===== config.mk =====
export PLATFORM = sky130hd
export DESIGN_NAME = watch_ctrl
export DESIGN_NICKNAME = d
export VERILOG_FILES = /design/src/rtl/watch_ctrl_pkg.sv /design/src/rtl/watch_ctrl_btn_repeat.sv /design/src/rtl/watch_ctrl.sv
export SDC_FILE = /design/constraint.sdc
export NUM_CORES = 1
export LEC_CHECK = 0
export CAP_MARGIN = 20
export CORE_MARGIN = 2
export CORE_UTILIZATION = 40
export CTS_BUF_LIST = sky130_fd_sc_hd__clkbuf_8
export DETAILED_ROUTE_END_ITERATION = 10
export PLACE_DENSITY = 0.53
export SYNTH_ARGS = -nofsm -noshare
export SYNTH_HDL_FRONTEND = slang
export SYNTH_SLANG_ARGS = --single-unit

===== constraint.sdc =====
create_clock -name clk -period 2.5 [get_ports clk]
set_clock_uncertainty 0.2 [all_clocks]
set_input_delay 0.625 -clock clk [delete_from_list [all_inputs] [get_ports clk]]
set_output_delay 0.625 -clock clk [all_outputs]
set_load 0.05 [all_outputs]

===== src/rtl/watch_ctrl_pkg.sv =====
// Shared definitions for the watch control block: FSM encoding,
// digit-select one-hot constants and default cycle counts.
package watch_ctrl_pkg;

  typedef enum logic [1:0] {
    ST_RUN      = 2'd0,
    ST_SET_SEC  = 2'd1,
    ST_SET_MIN  = 2'd2,
    ST_SET_HOUR = 2'd3
  } state_e;

  localparam logic [2:0] DIG_NONE = 3'b000;
  localparam logic [2:0] DIG_SEC  = 3'b001;
  localparam logic [2:0] DIG_MIN  = 3'b010;
  localparam logic [2:0] DIG_HOUR = 3'b100;

  localparam int unsigned HOLD_CYC_DEF    = 50_000_000;
  localparam int unsigned RPT_CYC_DEF     = 10_000_000;
  localparam int unsigned BLINK_CYC_DEF   = 25_000_000;
  localparam int unsigned TIMEOUT_CYC_DEF = 1_000_000_000;

  // Field select shown for a given state.
  function automatic logic [2:0] digit_of(input state_e s);
    case (s)
      ST_SET_SEC:  return DIG_SEC;
      ST_SET_MIN:  return DIG_MIN;
      ST_SET_HOUR: return DIG_HOUR;
      default:     return DIG_NONE;
    endcase
  endfunction

endpackage


===== src/rtl/watch_ctrl_btn_repeat.sv =====
// Hold/auto-repeat pulse generator for one level button: one pulse on the
// rising edge, a repeat after HOLD_CYC held cycles, then every RPT_CYC cycles.
module btn_repeat #(
  parameter int unsigned HOLD_CYC = 8,
  parameter int unsigned RPT_CYC  = 4
) (
  input  logic clk,
  input  logic rst,
  input  logic i_level,
  input  logic i_en,
  input  logic i_clr,
  output logic o_pulse,
  output logic o_pulse_nxt_c
);

  localparam int unsigned MAXC = (HOLD_CYC > RPT_CYC) ? HOLD_CYC : RPT_CYC;
  localparam int unsigned CW   = (MAXC > 1) ? $clog2(MAXC) : 1;

  logic          r_prev;
  logic          r_act;
  logic          r_rpt;
  logic          r_pulse;
  logic [CW-1:0] r_cnt;

  logic          w_act_nxt;
  logic          w_rpt_nxt;
  logic [CW-1:0] w_cnt_nxt;

  // Next hold/repeat counter state and pulse decision.
  always_comb begin
    w_act_nxt     = r_act;
    w_rpt_nxt     = r_rpt;
    w_cnt_nxt     = r_cnt;
    o_pulse_nxt_c = 1'b0;
    if (!i_en || i_clr || !i_level) begin
      w_act_nxt = 1'b0;
      w_rpt_nxt = 1'b0;
      w_cnt_nxt = '0;
    end else if (!r_prev) begin
      w_act_nxt     = 1'b1;
      w_rpt_nxt     = 1'b0;
      w_cnt_nxt     = '0;
      o_pulse_nxt_c = 1'b1;
    end else if (r_act) begin
      if (!r_rpt && (r_cnt == CW'(HOLD_CYC - 1))) begin
        w_rpt_nxt     = 1'b1;
        w_cnt_nxt     = '0;
        o_pulse_nxt_c = 1'b1;
      end else if (r_rpt && (r_cnt == CW'(RPT_CYC - 1))) begin
        w_cnt_nxt     = '0;
        o_pulse_nxt_c = 1'b1;
      end else begin
        w_cnt_nxt = r_cnt + CW'(1);
      end
    end
  end

  // Level history, counter and registered pulse; prev always follows the
  // level so a button held across a clear needs a fresh edge.
  always_ff @(posedge clk) begin
    if (!rst) begin
      r_prev  <= 1'b0;
      r_act   <= 1'b0;
      r_rpt   <= 1'b0;
      r_cnt   <= '0;
      r_pulse <= 1'b0;
    end else begin
      r_prev  <= i_level;
      r_act   <= w_act_nxt;
      r_rpt   <= w_rpt_nxt;
      r_cnt   <= w_cnt_nxt;
      r_pulse <= o_pulse_nxt_c;
    end
  end

  assign o_pulse = r_pulse;

endmodule


===== src/rtl/watch_ctrl.sv =====
// Watch run/set mode controller. Optional set-mode inactivity timeout is
// enabled by defining WATCH_CTRL_TIMEOUT_EN.
module watch_ctrl
  import watch_ctrl_pkg::*;
#(
  parameter int unsigned HOLD_CYC    = HOLD_CYC_DEF,
  parameter int unsigned RPT_CYC     = RPT_CYC_DEF,
  parameter int unsigned BLINK_CYC   = BLINK_CYC_DEF,
  parameter int unsigned TIMEOUT_CYC = TIMEOUT_CYC_DEF
) (
  input  logic       clk,
  input  logic       rst,
  input  logic       btn_mode,
  input  logic       btn_sel,
  input  logic       btn_up,
  input  logic       btn_down,
  output logic [2:0] digit_pos,
  output logic       o_time_up,
  output logic       o_time_down,
  output logic       stop,
  output logic       set_mode,
  output logic       blink
);

  localparam int unsigned BW = (BLINK_CYC > 1) ? $clog2(BLINK_CYC) : 1;

  // Reject parameter values the counters cannot represent.
  if (HOLD_CYC < 2 || RPT_CYC < 1 || BLINK_CYC < 1 || TIMEOUT_CYC < 2) begin : g_bad_params
    $error("watch_ctrl: cycle parameters out of range");
  end

  state_e        r_state;
  state_e        w_state_nxt;
  logic          w_chg;
  logic          w_adj_en;
  logic          w_up_nxt;
  logic          w_dn_nxt;
  logic          r_bph;
  logic [BW-1:0] r_bcnt;
  logic          w_bph_nxt;
  logic [BW-1:0] w_bcnt_nxt;
  logic          w_blink_nxt;
  logic [2:0]    r_digit_pos;
  logic          r_stop;
  logic          r_set_mode;
  logic          r_blink;

`ifdef WATCH_CTRL_TIMEOUT_EN
  localparam int unsigned TW = $clog2(TIMEOUT_CYC);
  logic [TW-1:0] r_tmo;
  logic          r_up_prev;
  logic          r_dn_prev;
  logic          w_idle;

  assign w_idle = !(btn_mode || btn_sel || (btn_up && !r_up_prev) || (btn_down && !r_dn_prev));

  // Consecutive idle set-mode cycles; cleared by any event or state change.
  always_ff @(posedge clk) begin
    if (!rst) begin
      r_tmo     <= '0;
      r_up_prev <= 1'b0;
      r_dn_prev <= 1'b0;
    end else begin
      r_up_prev <= btn_up;
      r_dn_prev <= btn_down;
      if ((w_state_nxt == ST_RUN) || !w_idle || w_chg) r_tmo <= '0;
      else                                               r_tmo <= r_tmo + TW'(1);
    end
  end
`endif

  // Next-state logic; mode has priority over select.
  always_comb begin
    w_state_nxt = r_state;
    case (r_state)
      ST_RUN:      if (btn_mode) w_state_nxt = ST_SET_SEC;
      ST_SET_SEC:  if (btn_mode) w_state_nxt = ST_RUN; else if (btn_sel) w_state_nxt = ST_SET_MIN;
      ST_SET_MIN:  if (btn_mode) w_state_nxt = ST_RUN; else if (btn_sel) w_state_nxt = ST_SET_HOUR;
      ST_SET_HOUR: if (btn_mode) w_state_nxt = ST_RUN; else if (btn_sel) w_state_nxt = ST_SET_SEC;
      default:     w_state_nxt = ST_RUN;
    endcase
`ifdef WATCH_CTRL_TIMEOUT_EN
    if ((r_state != ST_RUN) && w_idle && (r_tmo == TW'(TIMEOUT_CYC - 1))) w_state_nxt = ST_RUN;
`endif
    w_chg = (w_state_nxt != r_state);
  end

  assign w_adj_en = (r_state != ST_RUN) && !(btn_up && btn_down);

  btn_repeat #(.HOLD_CYC(HOLD_CYC), .RPT_CYC(RPT_CYC)) u_rpt_up (
    .clk          (clk),
    .rst          (rst),
    .i_level      (btn_up),
    .i_en         (w_adj_en),
    .i_clr        (w_chg),
    .o_pulse      (o_time_up),
    .o_pulse_nxt_c(w_up_nxt)
  );

  btn_repeat #(.HOLD_CYC(HOLD_CYC), .RPT_CYC(RPT_CYC)) u_rpt_dn (
    .clk          (clk),
    .rst          (rst),
    .i_level      (btn_down),
    .i_en         (w_adj_en),
    .i_clr        (w_chg),
    .o_pulse      (o_time_down),
    .o_pulse_nxt_c(w_dn_nxt)
  );

  // Blink phase: restarts high on entry/digit change, forced high on adjust.
  always_comb begin
    w_bph_nxt  = r_bph;
    w_bcnt_nxt = r_bcnt;
    if ((w_state_nxt == ST_RUN) || w_chg) begin
      w_bph_nxt  = 1'b1;
      w_bcnt_nxt = '0;
    end else if (r_bcnt == BW'(BLINK_CYC - 1)) begin
      w_bph_nxt  = ~r_bph;
      w_bcnt_nxt = '0;
    end else begin
      w_bcnt_nxt = r_bcnt + BW'(1);
    end
    w_blink_nxt = (w_state_nxt == ST_RUN) || w_bph_nxt || w_up_nxt || w_dn_nxt;
  end

  // State register and registered outputs decoded from the next state.
  always_ff @(posedge clk) begin
    if (!rst) begin
      r_state     <= ST_RUN;
      r_bph       <= 1'b1;
      r_bcnt      <= '0;
      r_digit_pos <= DIG_NONE;
      r_stop      <= 1'b0;
      r_set_mode  <= 1'b0;
      r_blink     <= 1'b1;
    end else begin
      r_state     <= w_state_nxt;
      r_bph       <= w_bph_nxt;
      r_bcnt      <= w_bcnt_nxt;
      r_digit_pos <= digit_of(w_state_nxt);
      r_stop      <= (w_state_nxt != ST_RUN);
      r_set_mode  <= (w_state_nxt != ST_RUN);
      r_blink     <= w_blink_nxt;
    end
  end

  assign digit_pos = r_digit_pos;
  assign stop      = r_stop;
  assign set_mode  = r_set_mode;
  assign blink     = r_blink;

endmodule


==> results of run 1 <==
[placed cells by master, fill, tap and decap left out, types with 2 or more instances in the layout]
master / Yosys / layout
o21a_1: 2 / 2
xnor2_1: 47 / 47
nand3_1: 23 / 23
nor3_1: 23 / 23
nand4_1: 21 / 21
a21oi_1: 10 / 10
o21ai_0: 5 / 5
ha_1: 3 / 3
or3_1: 4 / 4
nor4b_1: 3 / 3
buf_12: 0 / 2
nor2_1: 89 / 89
clkbuf_8: 1 / 11
a31oi_1: 2 / 2
clkdlybuf4s50_1: 0 / 13
nand4bb_1: 3 / 3
inv_1: 12 / 12
nor4_1: 16 / 16
nand4b_1: 2 / 2
or2_2: 2 / 2
and2_1: 6 / 6
nor2b_1: 2 / 2
nand2b_1: 4 / 4
and4_2: 2 / 2
xor2_1: 24 / 24
nor3b_1: 2 / 2
nand2_1: 40 / 40
dfxtp_1: 93 / 93
and4_1: 9 / 9
or4_1: 2 / 2
bufinv_16: 0 / 2
buf_4: 1 / 10
and3_1: 8 / 8
clkinvlp_4: 0 / 3
[registers in the layout, indices dropped and copies added, names as in the netlist]
register and cells:
u_rpt_up.r_act 1, r_bcnt 25, set_mode 1, blink 1, u_rpt_dn.o_pulse 1, u_rpt_up.r_prev 1, u_rpt_up.o_pulse 1, r_state 2
u_rpt_dn.r_act 1, u_rpt_dn.r_prev 1, u_rpt_up.r_cnt 26, u_rpt_dn.r_cnt 26, u_rpt_dn.r_rpt 1, u_rpt_up.r_rpt 1, r_bph 1, digit_pos 3
[through the flow]
stage | TNS, ns | area, um^2 | total power, mW | utilization (%) | setup slack, ns
final | 0 | 4840 | 2.73 | 46.6 | 0.104
after floorplan | 0 | 4280 | 1.57 | - | 0.384
after global placement | -1.32 | 4600 | 1.60 | 44.4 | -0.0483
after global routing | 0 | 4840 | 2.82 | 46.6 | 0.0835
after CTS | 0 | 4840 | 2.76 | 46.6 | 0.106
after detailed placement | -2.57 | 4600 | 1.60 | 44.4 | -0.0754
[logic make-up after synthesis]
kind of cell / after synthesis / synth area share [%]
simple gates: 269 / 32.4
flops: 93 / 43.5
xor+xnor: 71 / 14.5
compound gates: 29 / 5.20
buf+inv: 25 / 3.22
fa+ha+maj: 3 / 0.877
mux: 1 / 0.234
[path summary, 6_finish.rpt]
kind | end | slack (ns) | cells after the start | startpoint
max reg2reg | u_rpt_up.r_cnt[5] | 0.20 | 5 | u_rpt_up.r_cnt[8]
max | o_time_down | 0.10 | 1 | u_rpt_dn.o_pulse
min | u_rpt_up.r_act | 0.26 | 1 | u_rpt_up.r_prev
min reg2reg | u_rpt_up.r_act | 0.26 | 1 | u_rpt_up.r_prev
[worst reg2reg max path, delay by kind of cell, from the launching register on]
family | cells | cell delay, ns
and+or+nand+nor | 4 | 1.11
AOI/OAI and AO/OA | 1 | 0.50
DFF | 1 | 0.36
[area by class of cell]
type	count	area, um^2	share of cell area, %
Clock inverter	5	82.6	1.71
Multi-Input combinational cell	373	2280	47.2
Inverter	12	45.0	0.931
Sequential cell	93	1860	38.5
Clock buffer	11	151	3.13
Tap cell	136	170	3.52
Timing Repair Buffer	25	245	5.07
[synth_stat cells (4+ instances only)]
master	n	area (um^2)
dfxtp_1	93	1860
nor2_1	89	334
xnor2_1	47	412
nand2_1	40	150
xor2_1	24	210
nand3_1	23	115
nor3_1	23	115
nand4_1	21	131
nor4_1	16	100
inv_1	12	45.0
a21oi_1	10	50.1
and4_1	9	78.8
and3_1	8	50.1
and2_1	6	37.5
clkbuf_1	6	22.5
o21ai_0	5	25.0
buf_6	4	45.0
nand2b_1	4	25.0
or3_1	4	25.0
[layer usage]
layer	vias up	track usage [%]	wire length [um]
met5	-	0	0
met4	0	7.51	181
met3	12	2.91	217
met2	36	23.7	3670
met1	1572	22.5	4550
li1	1748	-	-
[where the power goes]
group          switching [mW]  total [mW]  internal [mW]
logic                  0.0411      0.0725         0.0314
clock network           0.551        1.17          0.618
registers             0.00619        1.49           1.49
total                   0.598        2.73           2.14
==> flow_metrics.py, run 1 <==
metrics = {
    "job": {
        "drv_cap": 0,
    },
    "floorplan": {
        "die_x_um": 107,
        "start_util_pct": 41.3,
        "dieArea_um2": 11500,
        "coreArea_um2": 10400,
        "die_h_um": 107,
        "row_count": 37,
        "io_pins": 14,
    },
    "logic_synthesis": {
        "synth_edf_count": 0,
        "ys_async_sr_fraction_pct": 0,
        "syn_avg_cell_area_um2": 8.72,
        "syn-num-nets": 500,
        "synthesis.area_um2": 4280,
        "syn_inst": 491,
        "yosys_warnings": 0,
        "synth_cell_types": 52,
        "yosysSeqAreaShare_pct": 43.5,
        "synth_top_flop_cell": "dfxtp_1",
        "synth-seq-cells": 93,
    },
    "final_layout": {
        "num-fill-cells": 1029,
        "diodes": 0,
        "drive_above_1_share_pct": 7.90,
        "nNetsFinal": 523,
        "syn2layout_area_growth_pct": 13.0,
        "layoutNonFillerInstCount": 655,
    },
    "clock_tree": {
        "clock-sinks": 93,
        "cts_buffers": 9,
        "clk_pin_slew_ns": 0.10,
        "clockBufferDepth": 2,
        "post-cts-setup-buffers": 0,
        "cts_hold_buf": 0,
        "ctsResizeCount": 0,
        "insertion_delay_ns": 0.38,
        "htree_num_levels": 3,
        "cts_tree": "done",
        "cts-root-buf": "clkbuf_8",
    },
    "timing": {
        "tightest_slew_ns": 0.594,
        "holdWs_ns": 0.255,
        "period_share_pct": 95.8,
        "setup_viol": 0,
        "fmax_ghz": 0.417,
        "finalMaxSlewViolations": 0,
        "period_needed_ns": 2.40,
        "rsz0062_at_grt": "no",
        "slew_headroom_pct": 60.3,
        "hold_viol": 0,
    },
    "detailed_routing": {
        "postRouteAntennaNets": 0,
        "routed-via-count": 3368,
        "drt-wirelength-per-cell_um": 13.2,
        "wl_um": 8620,
        "drcViolationCount": 0,
        "first_pass_iters": 4,
        "drtIter0Drc": 140,
        "via_per_inst": 5.14,
    },
    "critical_path": {
        "max_stage_delay_ns": 0.82,
        "cp_top_family": "buffers and inverters",
        "crit_path_max_fanout": 1,
        "worst-setup-path-type": "reg -> out",
        "slowest_stage": "clkdlybuf4s50_1",
        "arrival_ns": 1.57,
        "cp-end-kind": "output pin",
        "worst_ep_required_time_ns": 1.67,
        "cp_cell_sequence": "clkdlybuf4s50_1",
        "path_buf_inv": 1,
        "critPathLaunchType": "flip-flop",
    },
    "worst_hold_path": {
        "hold_class": "reg -> reg",
    },
    "power_and_ir_drop": {
        "peakVddDrop_v": 0.000289,
        "leakagePower_nw": 1.36,
        "powerDensity_nw_per_um2": 565,
    },
    "global_routing": {
        "grt-ovfl-total": 0,
        "grtUsageTotal_pct": 16.0,
        "grt_pass1_wl_um": 14900,
        "grt_max_degree": 26,
        "grt_pass1_vias": 3132,
        "grt_antenna_before_repair": 0,
    },
    "placed_design": {
        "place_inst": 639,
        "place.gp.congestion": 0.781,
        "dp_hpwl_um": 6040,
        "numPortBuffers": 13,
    },
    "outcome": {
        "outcome": "completed",
    },
}
Power figures use the tool's default switching activity.
==> run 2: changes to the inputs <==
--- a/config.mk
+++ b/config.mk
@@ -10,7 +10,7 @@
 export CORE_UTILIZATION = 40
 export CTS_BUF_LIST = sky130_fd_sc_hd__clkbuf_8
 export DETAILED_ROUTE_END_ITERATION = 10
-export PLACE_DENSITY = 0.53
+export PLACE_DENSITY = 0.58
 export SYNTH_ARGS = -nofsm -noshare
 export SYNTH_HDL_FRONTEND = slang
 export SYNTH_SLANG_ARGS = --single-unit
==> constraint.sdc (replaced) <==
create_clock -name clk -period 2.5 [get_ports clk]
set_clock_uncertainty 0.2 [all_clocks]
set_input_delay 0.625 -clock clk [delete_from_list [all_inputs] [get_ports clk]]
set_output_delay 0.625 -clock clk [all_outputs]
set_load 0.02 [all_outputs]
==> run 2 against run 1 <==
Against the previous run:
- critical path depth grew 4
- combinational power decreased by 11%
- via count down 0.30%
- flip-flop and latch count stayed put
- clock power decreased by 13%
- critical endpoint is now u_rpt_up.r_cnt[5]
==> flow_metrics.py, run 2 (synthesis results as in run 1) <==
metrics = {
    "critical_path": {
        "reg2reg_from": "u_rpt_up.r_cnt[8]",
        "cp-end-kind": "flip-flop",
        "worstSetupStartpoint": "u_rpt_up.r_cnt[8]",
        "crit_path_max_fanout": 24,
        "worst-setup-path-type": "reg -> reg",
        "worst_ep_required_time_ns": 2.55,
        "arrival_ns": 2.33,
        "critPathLaunchType": "flip-flop",
    },
    "placed_design": {
        "dp_hpwl_um": 6090,
        "place.gp.congestion": 0.808,
        "place_inst": 640,
        "numPortBuffers": 13,
    },
    "worst_hold_path": {
        "min-delay-start": "u_rpt_up.r_prev",
        "hold_class": "reg -> reg",
    },
    "global_routing": {
        "use_met3_pct": 5.51,
        "grt_most_used_layer": "met2",
        "grtUsageTotal_pct": 16.4,
        "grt_pass1_wl_um": 14900,
        "grt_use_met1_pct": 22.1,
        "grt-ovfl-total": 0,
        "grt_max_degree": 26,
        "grt_pass1_vias": 3158,
        "grt_use_met2_pct": 24.4,
        "grt_antenna_before_repair": 0,
    },
    "timing": {
        "period_needed_ns": 2.28,
        "finalMaxSlewViolations": 0,
        "setup_viol": 0,
        "slew_headroom_pct": 61.3,
        "fin_tns_setup_ns": 0,
        "period_share_pct": 91.1,
        "hold_viol": 0,
        "rsz0062_at_grt": "no",
        "tightest_slew_ns": 0.580,
        "fmax_ghz": 0.439,
    },
    "clock_tree": {
        "clk_pin_slew_ns": 0.10,
        "htree_num_levels": 3,
        "cts_tree": "done",
        "post-cts-setup-buffers": 0,
        "cts_buffers": 9,
        "clockBufferDepth": 2,
        "ctsResizeCount": 0,
        "cts_hold_buf": 0,
        "cts-root-buf": "clkbuf_8",
        "clock-sinks": 93,
        "insertion_delay_ns": 0.37,
    },
    "final_layout": {
        "layoutNonFillerInstCount": 656,
        "layout_commonest_cell": "dfxtp_1",
        "nNetsFinal": 524,
        "drive_above_1_share_pct": 8.08,
        "final_util_pct": 46.4,
        "final_cell_mix": "dfxtp_1, nor2_1, xnor2_1",
        "diodes": 0,
        "largest_registers": "u_rpt_dn.r_cnt (26), u_rpt_up.r_cnt (26), r_bcnt (25)",
        "syn2layout_area_growth_pct": 12.4,
    },
    "power_and_ir_drop": {
        "peakVddDrop_v": 0.000500,
        "leakagePower_nw": 1.35,
        "powerDensity_nw_per_um2": 536,
    },
    "detailed_routing": {
        "drtIter0Drc": 156,
        "wl_um": 8550,
        "postRouteAntennaNets": 0,
        "routed-via-count": 3358,
        "first_pass_iters": 4,
        "drt-wirelength-per-cell_um": 13.0,
        "drcViolationCount": 0,
        "via_per_inst": 5.12,
    },
    "outcome": {
        "outcome": "completed",
    },
    "floorplan": {
        "die_x_um": 107,
        "start_util_pct": 41.3,
        "row_count": 37,
        "die_h_um": 107,
        "coreArea_um2": 10400,
        "io_pins": 14,
        "dieArea_um2": 11500,
    },
    "job": {
        "drv_cap": 0,
    },
}
run 2: cell types whose count changed in the layout (fill, tap and decap cells not counted):
cell / before / now
clkinv_2: 0 / 2
buf_4: 10 / 11
clkbuf_8: 11 / 10
bufinv_16: 2 / 1
run 2: final cells by class:
cell class / instances / area [um^2]
tap: 136 / 170
timing repair buffer: 26 / 253
multi-input combinational: 373 / 2280
inverter: 12 / 45.0
sequential: 93 / 1860
fill: 1056 / 5560
clock buffer: 10 / 138
clock inverter: 6 / 62.6
run 2: worst max-delay path: stages (launching register included):
cell	delay [ns]
dfxtp_1	0.36
or4_1	0.54
nor4_2	0.28
nand2_1	0.15
o21bai_4	0.49
nor2_1	0.11
run 2: metal layers:
layer | up-vias | wire length [um] | share of wire [%]
met5 | - | 0 | 0
met4 | 0 | 173 | 2.0
met3 | 11 | 322 | 3.8
met2 | 50 | 3710 | 43
met1 | 1545 | 4340 | 51
li1 | 1752 | - | -
run 2: power breakdown:
part	internal, mW	total, mW	switching (mW)
Sequential	1.49	1.49	0.00579
Clock	0.485	1.02	0.535
Combinational	0.0325	0.0646	0.0321
run 2: per-stage QoR:
stage | total power, mW | cell area (um^2) | hold WS [ns] | setup WS [ns]
2_1_floorplan | 1.56 | 4280 | 0.224 | 0.384
3_3_place_gp | 1.59 | 4610 | 0.245 | -0.0284
3_5_place_dp | 1.59 | 4610 | 0.246 | -0.0954
4_1_cts | 2.62 | 4810 | 0.254 | 0.167
5_1_grt | 2.70 | 4810 | 0.289 | 0.0797
6_report | 2.58 | 4810 | 0.257 | 0.222
run 2: path summary, 6_finish.rpt:
check | endpoint | slack [ns] | cells after the start
setup / recovery | u_rpt_up.r_cnt[5] | 0.22 | 5
hold / removal | u_rpt_up.r_act | 0.26 | 1
setup reg to reg | u_rpt_up.r_cnt[5] | 0.22 | 5
hold reg to reg | u_rpt_up.r_act | 0.26 | 1
==> run 3: changes to the inputs <==
--- a/config.mk
+++ b/config.mk
@@ -7,10 +7,10 @@
 export LEC_CHECK = 0
 export CAP_MARGIN = 20
 export CORE_MARGIN = 2
-export CORE_UTILIZATION = 40
+export CORE_UTILIZATION = 60
 export CTS_BUF_LIST = sky130_fd_sc_hd__clkbuf_8
 export DETAILED_ROUTE_END_ITERATION = 10
-export PLACE_DENSITY = 0.58
+export PLACE_DENSITY = 0.8
 export SYNTH_ARGS = -nofsm -noshare
 export SYNTH_HDL_FRONTEND = slang
 export SYNTH_SLANG_ARGS = --single-unit
==> run 3 against run 2 <==
Against the previous run:
- flip-flop and latch count did not move
- critical path type unchanged
- core utilization is 23 points higher
- sequential share of layout area is 0.41 points higher
- via count grew 3.3%
- worst setup slack lost 0.010 ns
- final cell count down 5.8%
- wire length is 3.9% lower
- non-clock buffer count grew 2
- count of clock-buffer cells in the layout down 1
- register-to-register slack about the same
- power down 0.82%
- combinational power is 1% lower
==> flow_metrics.py, run 3 (synthesis results as in run 1) <==
metrics = {
    "outcome": {
        "outcome": "completed",
    },
    "detailed_routing": {
        "drt-wirelength-per-cell_um": 13.3,
        "postRouteAntennaNets": 0,
        "routed-via-count": 3469,
        "drcViolationCount": 0,
        "first_pass_iters": 4,
        "via_per_inst": 5.61,
        "wl_um": 8220,
        "drtIter0Drc": 190,
    },
    "final_layout": {
        "layout_commonest_cell": "dfxtp_1",
        "num-fill-cells": 560,
        "syn2layout_area_growth_pct": 11.2,
        "drive_above_1_share_pct": 8.43,
        "largest_registers": "u_rpt_dn.r_cnt (26), u_rpt_up.r_cnt (26), r_bcnt (25)",
        "regArea_um2": 1860,
        "multi_input_area_um2": 2280,
        "final_cell_mix": "dfxtp_1, nor2_1, xnor2_1",
        "layoutNonFillerInstCount": 618,
        "diodes": 0,
        "nNetsFinal": 526,
    },
    "global_routing": {
        "grt_pass1_wl_um": 14000,
        "grtUsageTotal_pct": 22.7,
        "grt_most_used_layer": "met2",
        "grt_pass1_vias": 3202,
        "grt-ovfl-total": 0,
        "grt_max_degree": 25,
        "grt_use_met1_pct": 30.5,
        "grt_antenna_before_repair": 0,
        "use_met3_pct": 4.38,
        "grt_use_met2_pct": 36.3,
    },
    "clock_tree": {
        "clock-sinks": 93,
        "cts_hold_buf": 0,
        "insertion_delay_ns": 0.36,
        "cts-root-buf": "clkbuf_8",
        "cts_tree": "done",
        "clockBufferDepth": 2,
        "htree_num_levels": 3,
        "post-cts-setup-buffers": 0,
        "clk_pin_slew_ns": 0.09,
        "ctsResizeCount": 0,
        "cts_buffers": 9,
    },
    "timing": {
        "slew_headroom_pct": 61.3,
        "fmax_ghz": 0.437,
        "holdWs_ns": 0.259,
        "period_share_pct": 91.5,
        "finalMaxSlewViolations": 0,
        "hold_viol": 0,
        "setup_viol": 0,
        "rsz0062_at_grt": "no",
        "tightest_slew_ns": 0.578,
        "period_needed_ns": 2.29,
    },
    "floorplan": {
        "dieArea_um2": 7830,
        "die_x_um": 88.5,
        "coreArea_um2": 6830,
        "io_pins": 14,
        "die_h_um": 88.5,
        "start_util_pct": 62.7,
        "row_count": 30,
    },
    "critical_path": {
        "reg2regPathDepth": 5,
        "reg2reg_from": "u_rpt_up.r_cnt[8]",
        "crit_path_max_fanout": 24,
        "rrSetupSlack_ns": 0.21,
        "worst-setup-path-type": "reg -> reg",
        "arrival_ns": 2.31,
        "rr_endpoint": "u_rpt_up.r_cnt[17]",
        "worst_ep_required_time_ns": 2.52,
        "cp-end-kind": "flip-flop",
        "worstSetupStartpoint": "u_rpt_up.r_cnt[8]",
        "critPathLaunchType": "flip-flop",
    },
    "power_and_ir_drop": {
        "leakagePower_nw": 1.36,
        "peakVddDrop_v": 0.000383,
        "powerDensity_nw_per_um2": 537,
    },
    "job": {
        "drv_cap": 0,
    },
    "worst_hold_path": {
        "hold_class": "reg -> reg",
        "hold_end": "u_rpt_up.r_act",
        "min-delay-start": "u_rpt_up.r_prev",
        "hold_depth": 1,
    },
    "placed_design": {
        "numPortBuffers": 13,
        "place_inst": 602,
        "dp_hpwl_um": 5820,
        "place.gp.congestion": 0.897,
    },
}
## run 3: cell count changes in the layout (fill, tap and decap cells not counted), sizes merged
| cell | change |
|---|---|
| clkinv | +1 |
| buf | +2 |
| clkinvlp | -2 |
| clkbuf | -1 |
| inv | +2 |
## run 3: layout make-up
type	instances	share of cell area, %
sequential	93	39.1
timing repair buffer	28	5.36
multi-input combinational	373	47.9
tap	96	2.52
clock buffer	9	2.60
clock inverter	7	1.55
inverter	12	0.946
## run 3: how the worst max path moves through the flow
stage / end
floorplan: u_rpt_dn.r_cnt[23]
global placement: u_rpt_up.r_cnt[14]
detailed placement: u_rpt_up.r_cnt[8]
CTS: u_rpt_up.r_cnt[17]
global route: u_rpt_up.r_cnt[25]
finish: u_rpt_up.r_cnt[17]
## run 3: metrics by stage
stage                     TNS (ns)  worst slack [ns]  total power, mW  area [um^2]  utilization (%)
after floorplan                  0             0.384             1.56         4280                -
after global placement      -0.112           -0.0130             1.59         4560             66.8
after detailed placement     -1.02           -0.0610             1.59         4560             66.8
after CTS                        0             0.211             2.58         4760             69.7
after global routing             0            0.0927             2.66         4760             69.7
final                            0             0.212             2.56         4760             69.7
## run 3: worst max-delay path: stages, from the launching register on
cell      delay [ns]
dfxtp_1         0.36
or4_1           0.54
nor4_2          0.28
nand2_1         0.16
o21bai_4        0.49
nor2_1          0.11
## run 3: routing by layer
layer | up-vias | routed length, um
li1 | 1758 | -
met1 | 1616 | 3920
met2 | 79 | 3830
met3 | 16 | 310
met4 | 0 | 156
met5 | - | 0
## run 3: power by group
part	switching, mW	total [mW]	internal [mW]
logic	0.0307	0.0637	0.0330
registers	0.00600	1.49	1.49
clock network	0.532	1.00	0.467
